**src/rtl/fetch_ctrl_if.sv**
```systemverilog
// ============================================================================
// Module   : fetch_ctrl_if
// Brief    : Instruction-memory read bus and decode-side valid/ready bus.
// Revision : 1.0 - initial release
// ============================================================================
`default_nettype none

interface fetch_ctrl_if;
   logic [31:0] imem_addr;
   logic [31:0] imem_rdata;
   logic        out_valid;
   logic        out_ready;
   logic [31:0] out_instr;
   logic [31:0] out_pc;

   modport master (
      output imem_addr,
      input  imem_rdata,
      output out_valid,
      input  out_ready,
      output out_instr,
      output out_pc
   );

   modport slave (
      input  imem_addr,
      output imem_rdata,
      input  out_valid,
      output out_ready,
      input  out_instr,
      input  out_pc
   );
endinterface

`default_nettype wire

```
**src/rtl/fetch_ctrl.sv**
```systemverilog
// ============================================================================
// Module   : fetch_ctrl
// Brief    : PC sequencer with prefetch queue feeding decode over valid/ready.
//            Optional bounds checking enabled by macro FETCH_BOUNDS_CHECK_EN.
// Revision : 1.0 - initial release
// ============================================================================
`default_nettype none

module fetch_ctrl #(
   parameter logic [31:0] RESET_PC  = 32'h0000_0000,
   parameter int unsigned MEM_BYTES = 400,
   parameter int unsigned QDEPTH    = 2
) (
   input  wire logic        clk,
   input  wire logic        rst,
   input  wire logic        fetch_en_i,
   input  wire logic        redirect_valid_i,
   input  wire logic [31:0] redirect_pc_i,
   fetch_ctrl_if.master     bus,
   output logic             fault_o
);

   localparam int unsigned   c_pw        = $clog2(QDEPTH);
   localparam int unsigned   c_cw        = c_pw + 1;
   localparam logic [c_cw-1:0] c_full    = c_cw'(QDEPTH);
   localparam logic [31:0]   c_last_word = 32'(MEM_BYTES - 4);

   typedef enum logic [1:0] {
      S_IDLE  = 2'd0,
      S_FETCH = 2'd1,
      S_FAULT = 2'd2
   } state_t;

   state_t            state_q;
   logic [31:0]       pc_q;
   logic [c_cw-1:0]   count_q;
   logic [c_pw-1:0]   rd_q;
   logic [c_pw-1:0]   wr_q;
   logic              fault_q;
   logic [63:0]       entry_q [QDEPTH];

   logic w_pop;
   logic w_redirect;
   logic w_try;
   logic w_oor;
   logic w_redir_bad;
   logic w_push;
   logic w_fetch_bad;

`ifdef FETCH_BOUNDS_CHECK_EN
   assign w_oor       = (pc_q[1:0] != 2'b00) || (pc_q > c_last_word);
   assign w_redir_bad = (redirect_pc_i[1:0] != 2'b00);
`else
   assign w_oor       = 1'b0;
   assign w_redir_bad = 1'b0;
`endif

   assign w_pop       = bus.out_valid & bus.out_ready;
   assign w_redirect  = redirect_valid_i & (state_q != S_FAULT);
   // A fetch is attempted only when the queue can take the word this cycle.
   assign w_try       = (state_q == S_FETCH) & fetch_en_i & ~redirect_valid_i
                        & ((count_q < c_full) | w_pop);
   assign w_push      = w_try & ~w_oor;
   assign w_fetch_bad = w_try & w_oor;

   always_ff @(posedge clk) begin
      if (rst) begin
         state_q <= S_IDLE;
         pc_q    <= RESET_PC;
         count_q <= '0;
         rd_q    <= '0;
         wr_q    <= '0;
         fault_q <= 1'b0;
      end else begin
         if (state_q == S_IDLE) begin
            state_q <= S_FETCH;
         end

         if (w_redirect) begin
            // Flush wins over any same-cycle pop; the popped head is discarded.
            pc_q    <= redirect_pc_i;
            count_q <= '0;
            rd_q    <= '0;
            wr_q    <= '0;
            if (w_redir_bad) begin
               fault_q <= 1'b1;
               state_q <= S_FAULT;
            end
         end else begin
            if (w_push) begin
               entry_q[wr_q] <= {bus.imem_rdata, pc_q};
               wr_q          <= wr_q + c_pw'(1);
               pc_q          <= pc_q + 32'd4;
            end
            if (w_pop) begin
               rd_q <= rd_q + c_pw'(1);
            end
            case ({w_push, w_pop})
               2'b10:   count_q <= count_q + c_cw'(1);
               2'b01:   count_q <= count_q - c_cw'(1);
               default: count_q <= count_q;
            endcase
            if (w_fetch_bad) begin
               fault_q <= 1'b1;
               state_q <= S_FAULT;
            end
         end
      end
   end

   assign bus.imem_addr = pc_q;
   assign bus.out_valid = (count_q != '0);
   assign bus.out_instr = entry_q[rd_q][63:32];
   assign bus.out_pc    = entry_q[rd_q][31:0];
   assign fault_o       = fault_q;

endmodule

`default_nettype wire
```
**src/flat_wrapper.sv**
```systemverilog
// flat-port wrapper written by rule: the top's interface ports become plain ports
module fetch_ctrl_flat 
#(
   parameter logic [31:0] RESET_PC  = 32'h0000_0000,
   parameter int unsigned MEM_BYTES = 400,
   parameter int unsigned QDEPTH    = 2
)
  (clk, rst, fetch_en_i, redirect_valid_i, redirect_pc_i, fault_o, bus_imem_addr, bus_imem_rdata, bus_out_valid, bus_out_ready, bus_out_instr, bus_out_pc);
  fetch_ctrl_if bus_i ();
  input  wire logic clk;
  input  wire logic rst;
  input  wire logic fetch_en_i;
  input  wire logic redirect_valid_i;
  input  wire logic [31:0] redirect_pc_i;
  output logic fault_o;
  output wire logic [$bits(bus_i.imem_addr)-1:0] bus_imem_addr;
  input wire logic [$bits(bus_i.imem_rdata)-1:0] bus_imem_rdata;
  output wire logic [$bits(bus_i.out_valid)-1:0] bus_out_valid;
  input wire logic [$bits(bus_i.out_ready)-1:0] bus_out_ready;
  output wire logic [$bits(bus_i.out_instr)-1:0] bus_out_instr;
  output wire logic [$bits(bus_i.out_pc)-1:0] bus_out_pc;
  assign bus_imem_addr = bus_i.imem_addr;
  assign bus_i.imem_rdata = bus_imem_rdata;
  assign bus_out_valid = bus_i.out_valid;
  assign bus_i.out_ready = bus_out_ready;
  assign bus_out_instr = bus_i.out_instr;
  assign bus_out_pc = bus_i.out_pc;
  fetch_ctrl #(.RESET_PC(RESET_PC), .MEM_BYTES(MEM_BYTES), .QDEPTH(QDEPTH)) u_core (.clk(clk), .rst(rst), .fetch_en_i(fetch_en_i), .redirect_valid_i(redirect_valid_i), .redirect_pc_i(redirect_pc_i), .bus(bus_i), .fault_o(fault_o));
endmodule
```
**config.mk**
```make
export PLATFORM = sky130hd
export DESIGN_NAME = fetch_ctrl_flat
export DESIGN_NICKNAME = d
export VERILOG_FILES = /design/src/rtl/fetch_ctrl_if.sv /design/src/rtl/fetch_ctrl.sv /design/src/flat_wrapper.sv
export SDC_FILE = /design/constraint.sdc
export NUM_CORES = 1
export LEC_CHECK = 0
export ABC_AREA = 0
export ABC_CLOCK_PERIOD_IN_PS = 11050
export CORE_AREA = 2 2 133 103
export CTS_CLUSTER_DIAMETER = 150
export CTS_CLUSTER_SIZE = 14
export DETAILED_ROUTE_END_ITERATION = 8
export DIE_AREA = 0 0 135 105
export GPL_ROUTABILITY_DRIVEN = 1
export PLACE_DENSITY = 0.84
export RECOVER_POWER = 100
export SLEW_MARGIN = 20
export SYNTH_ARGS = -nofsm -noshare
export SYNTH_HDL_FRONTEND = slang
export SYNTH_SLANG_ARGS = --single-unit
```
**constraint.sdc**
```tcl
create_clock -name clk -period 11.05 [get_ports clk]
set_input_delay 1.6575 -clock clk [delete_from_list [all_inputs] [get_ports clk]]
set_output_delay 1.6575 -clock clk [all_outputs]
set_load 0.02 [all_outputs]
```
Word level (Yosys, flattened, before mapping)
Memories as Yosys holds them, arrays and structs flattened. A register that Yosys moved wholly into a read port is not among the register bits.
Cells that the tools add are included.
Word-level totals
  register bits: 37
  bits in writable memories: 128
  input port bits: 69
  word-level logic and storage cells: 34
  memories: 1
Memory list
  u_core.entry_q: words 2, width 64, rd ports 1, clocked after Yosys merged registers in 1, wr ports 1, RTL line fetch_ctrl.sv:40  | logic [63:0] entry_q [QDEPTH];
Cells by class
  add/sub/neg operators: 5
  $lt $le $gt $ge: 1
  equality and inequality tests: 2
  mux-type cells: 9
  bitwise operators: 6
  reductions and logical operators: 5
Operators with widths (count)
  2-to-1 mux 32 bit: 2
  adder 32 x 3 -> 32 bit, second input constant: 1
  2-to-1 mux 1 bit: 6
  nonzero test 2 bit: 3
  bitwise AND 1 bit: 4
  case mux 2 bit (2 select lines): 1
  adder 1 bit, second input constant: 2
  adder 2 x 1 -> 2 bit, second input constant: 1
  == test 2 x 1 -> 1 bit, second input constant: 1
  == test 2 bit, second input constant: 1
  zero test 2 bit: 1
  < comparator 2 bit, second input constant: 1
  OR reduction 2 bit: 1
  subtractor 2 x 1 -> 2 bit, second input constant: 1
  inverter 1 bit: 1
  bitwise OR 1 bit: 1

Depth between registers and ports, before layout
  word-level depth: 8
  depth in mapped cells: 7

Worst setup path after synthesis
Ideal clock, no wire load.
  kind: input to register
  from: input port redirect_valid_i
  to: memory u_core.entry_q[1][0] (enable)
  library setup time: 0.564 ns
  arrival: 6.492 ns
  data required time: 10.486 ns
  path slack: 3.994 ns
  stages: 4
  path buffers: 1
  cell sequence: clkbuf_1 > inv_2 > nand2_1 > nor3_1
On the way
  cells in the longest elaborated chain, start to end: 7
RTL lines
  start, declared: RTL line flat_wrapper.sv:13  | input wire logic redirect_valid_i;
  inverter 1 bit: RTL line fetch_ctrl.sv:61  | assign w_try = (state_q == S_FETCH) & fetch_en_i & ~redirect_valid_i
  bitwise AND 1 bit: RTL line fetch_ctrl.sv:61
  bitwise AND 1 bit: RTL line fetch_ctrl.sv:62  | & ((count_q < c_full) | w_pop);
  2-to-1 mux 1 bit: RTL line fetch_ctrl.sv:90  | if (w_push) begin
  2-to-1 mux 1 bit *: RTL line fetch_ctrl.sv:79  | if (w_redirect) begin
  2-to-1 mux 1 bit *: RTL line fetch_ctrl.sv:67  | if (rst) begin
  2-to-1 mux 1 bit (not written as such) *: RTL line fetch_ctrl.sv:91  | entry_q[wr_q] <= {bus.imem_rdata, pc_q};
  end, declared: RTL line fetch_ctrl.sv:40
Mark *: on every way between the ends. The rest lies on a longest branch, timed or not.

==> flow_summary.json <==
{
  "max_slew.worst_pin.slew_ps": 2730,
  "final_util_pct": 70.3,
  "core_area_um2": 12800,
  "boundaryPins": 167,
  "synth_edf_count": 128,
  "clk_path_buf_depth": 2,
  "area_growth_pct": 35.0,
  "fp-row-count": 36,
  "outcome": "complete, but fails checks",
  "multi_input_area_um2": 1880,
  "seq_power_share_pct": 51.6,
  "firstDrtPassIters": 5,
  "rsz0062_at_grt": "false",
  "fin_skew_ps": 8.99,
  "die_h_um": 105,
  "wl_met1_mm": 6.20,
  "netSwitchingFraction_pct": 23.7,
  "fmax_ghz": 0.165,
  "startpoint_type": "flip-flop",
  "syn_inst": 441,
  "async_flop_share_pct": 0,
  "grt_pass1_wl_mm": 22.6,
  "relSlewSlack_pct": -81.9,
  "intPower_mw": 1.04,
  "yosysSeqAreaShare_pct": 69.2,
  "cts_root_buf": "clkbuf_16",
  "post_drt_wl_per_cell_um": 17.9,
  "whs_ps": 491,
  "postRouteWirelength_mm": 14.3,
  "cts_setup_buffers": 0,
  "endpoint_kind": "output port",
  "syn-cell-area_um2": 6660,
  "p_per_area_nw_per_um2": 151,
  "seq_area_um2": 4600,
  "hpwl_mm": 9.63,
  "layout_common_cells": "128 x edfxtp_1, 125 x dlygate4sd3_1, 60 x mux2_2",
  "fill_cells": 877,
  "synth_fp_nets": 512,
  "clkSinkCount": 166,
  "hold_viol_final": 0,
  "peakVddDrop_mv": 0.123,
  "final.min_clock_period_ps": 6070,
  "crit_type": "reg -> out",
  "synth.distinct_cells": 44,
  "post-route-drc-count": 0,
  "clk_latency_ps": 420,
  "tns_ps": 0,
  "worstReg2RegEnd": "u_core.entry_q[0][23]",
  "post-route-period-util_pct": 54.9,
  "r2r_cells": 4,
  "drive_above_1_share_pct": 17.0,
  "initial_core_util_pct": 52.0,
  "portBuffers": 165,
  "grt_max_degree": 50,
  "place_area_um2": 8480,
  "combPwrFrac_pct": 7.1,
  "clkTransAtPathRegs_ps": 70,
  "die_w_um": 135,
  "initialDrtViolationCount": 255,
  "p_leak_nw": 3.05,
  "violations": "max-capacitance violations, max-slew violations",
  "synth-seq-cells": 166,
  "avgSynthCellArea_um2": 15.1,
  "hold_class": "reg -> reg",
  "die_area_um2": 14200,
  "grt_usage_pct": 20.7,
  "viasPerCell": 5.39,
  "nNetsFinal": 682,
  "yosysWarnings": 0,
  "setup_viol": 0,
  "topRoutingLayerUsed": "met4",
  "wl_met2_mm": 6.78,
  "first_global_vias": 4529,
  "hold_depth": 0,
  "cts_tree": "done",
  "required_ps": 9390,
  "diodes": 0,
  "power.share.clock_pct": 41.4,
  "critPathMaxFanout": 49,
  "drv_slew": 161,
  "wl_met3_mm": 1.04,
  "drtAntennaViolNets": 0,
  "gp_congestion": 0.796,
  "total_power_mw": 1.36,
  "vias": 4285,
  "final_common_cell": "edfxtp_1",
  "final_area_um2": 8990,
  "h-tree-depth": 4,
  "holdPathEnd": "u_core.entry_q[0][1]",
  "cts-resized-gates": 0,
  "worstHoldStart": "u_core.bus.imem_addr[1]",
  "antenna_found_initial": 0,
  "cts_buffers": 17,
  "switching_power_uw": 322,
  "synth_ff_type": "edfxtp_1",
  "r2r_slack_ps": 7730,
  "gr-total-overflow": 0,
  "maxCapViolCount": 4,
  "r2r_start": "u_core.state_q[0]",
  "hold_buffers": 0,
  "crit_arrival_ps": 4410
}
==> metal layers <==
metal	vias up	global-route usage, %
li1	2004	-
met1	2081	26.9
met2	181	33.4
met3	19	5.77
met4	0	7.81
met5	-	0
==> worst max-delay path, stage by stage (launching register included) <==
cell and delay, ps:
dfxtp_1 800, clkbuf_1 1980, mux2_2 470, dlygate4sd3_1 710
==> state kept, by name, indices dropped and copies added, names as in the netlist, named ones only <==
name                  cells
u_core.state_q            1
u_core.bus.imem_addr     32
u_core.entry_q          128
u_core.count_q            2
u_core.rd_q               1
u_core.wr_q               1
==> synthesized netlist by cell type, types with 8 or more instances <==
master | instances | area (µm²)
a21oi_1 | 16 | 80.1
mux2_2 | 65 | 732
edfxtp_1 | 128 | 3840
nor3_1 | 8 | 40.0
a211oi_1 | 8 | 60.1
nand2_1 | 24 | 90.1
clkbuf_1 | 15 | 56.3
nor2_1 | 24 | 90.1
o21ai_0 | 14 | 70.1
dfxtp_1 | 38 | 761
xnor2_1 | 23 | 201
nand3_1 | 11 | 55.1
==> cell type report <==
class	instances	area share, %
flip-flops and latches	166	51.2
multi-input cells	246	20.9
repair buffers	171	18.6
clock buffers	17	4.73
well taps	171	2.38
clock inverters	15	1.74
inverters	9	0.376
==> how the worst max path moves through the flow <==
stage	startpoint	end
floorplan	redirect_valid_i	u_core.entry_q[1][0]
global placement	redirect_valid_i	u_core.entry_q[0][52]
detailed placement	redirect_valid_i	u_core.entry_q[0][32]
CTS	flip-flop	bus_out_pc[28]
global route	flip-flop	bus_out_pc[28]
finish	flip-flop	bus_out_pc[28]
==> logic make-up after synthesis <==
family          Yosys count  synth area share (%)
flops                   166                  69.2
simple gates            102                  9.27
mux                      68                  11.4
compound gates           47                  4.34
buf+inv                  29                  1.92
xor+xnor                 26                  3.42
fa+ha+maj                 2                 0.376
other cells               1                0.0563
==> stage by stage <==
| step | instances | setup slack (ps) |
|---|---|---|
| after floorplan | 441 | 3990 |
| after global placement | 763 | 6550 |
| after detailed placement | 763 | 6400 |
| after CTS | 795 | 6730 |
| after global routing | 795 | 4590 |
| final | 795 | 4980 |
==> power by group through the flow <==
stage / registers (mW) / logic [mW] / clock network (mW)
2_1_floorplan: 0.719 / 0.0370 / 0
3_3_place_gp: 0.713 / 0.101 / 0
3_5_place_dp: 0.714 / 0.104 / 0
4_1_cts: 0.701 / 0.104 / 0.572
5_1_grt: 0.703 / 0.103 / 0.595
6_report: 0.701 / 0.0962 / 0.562
Note: power is estimated with default switching activity, not from simulation.
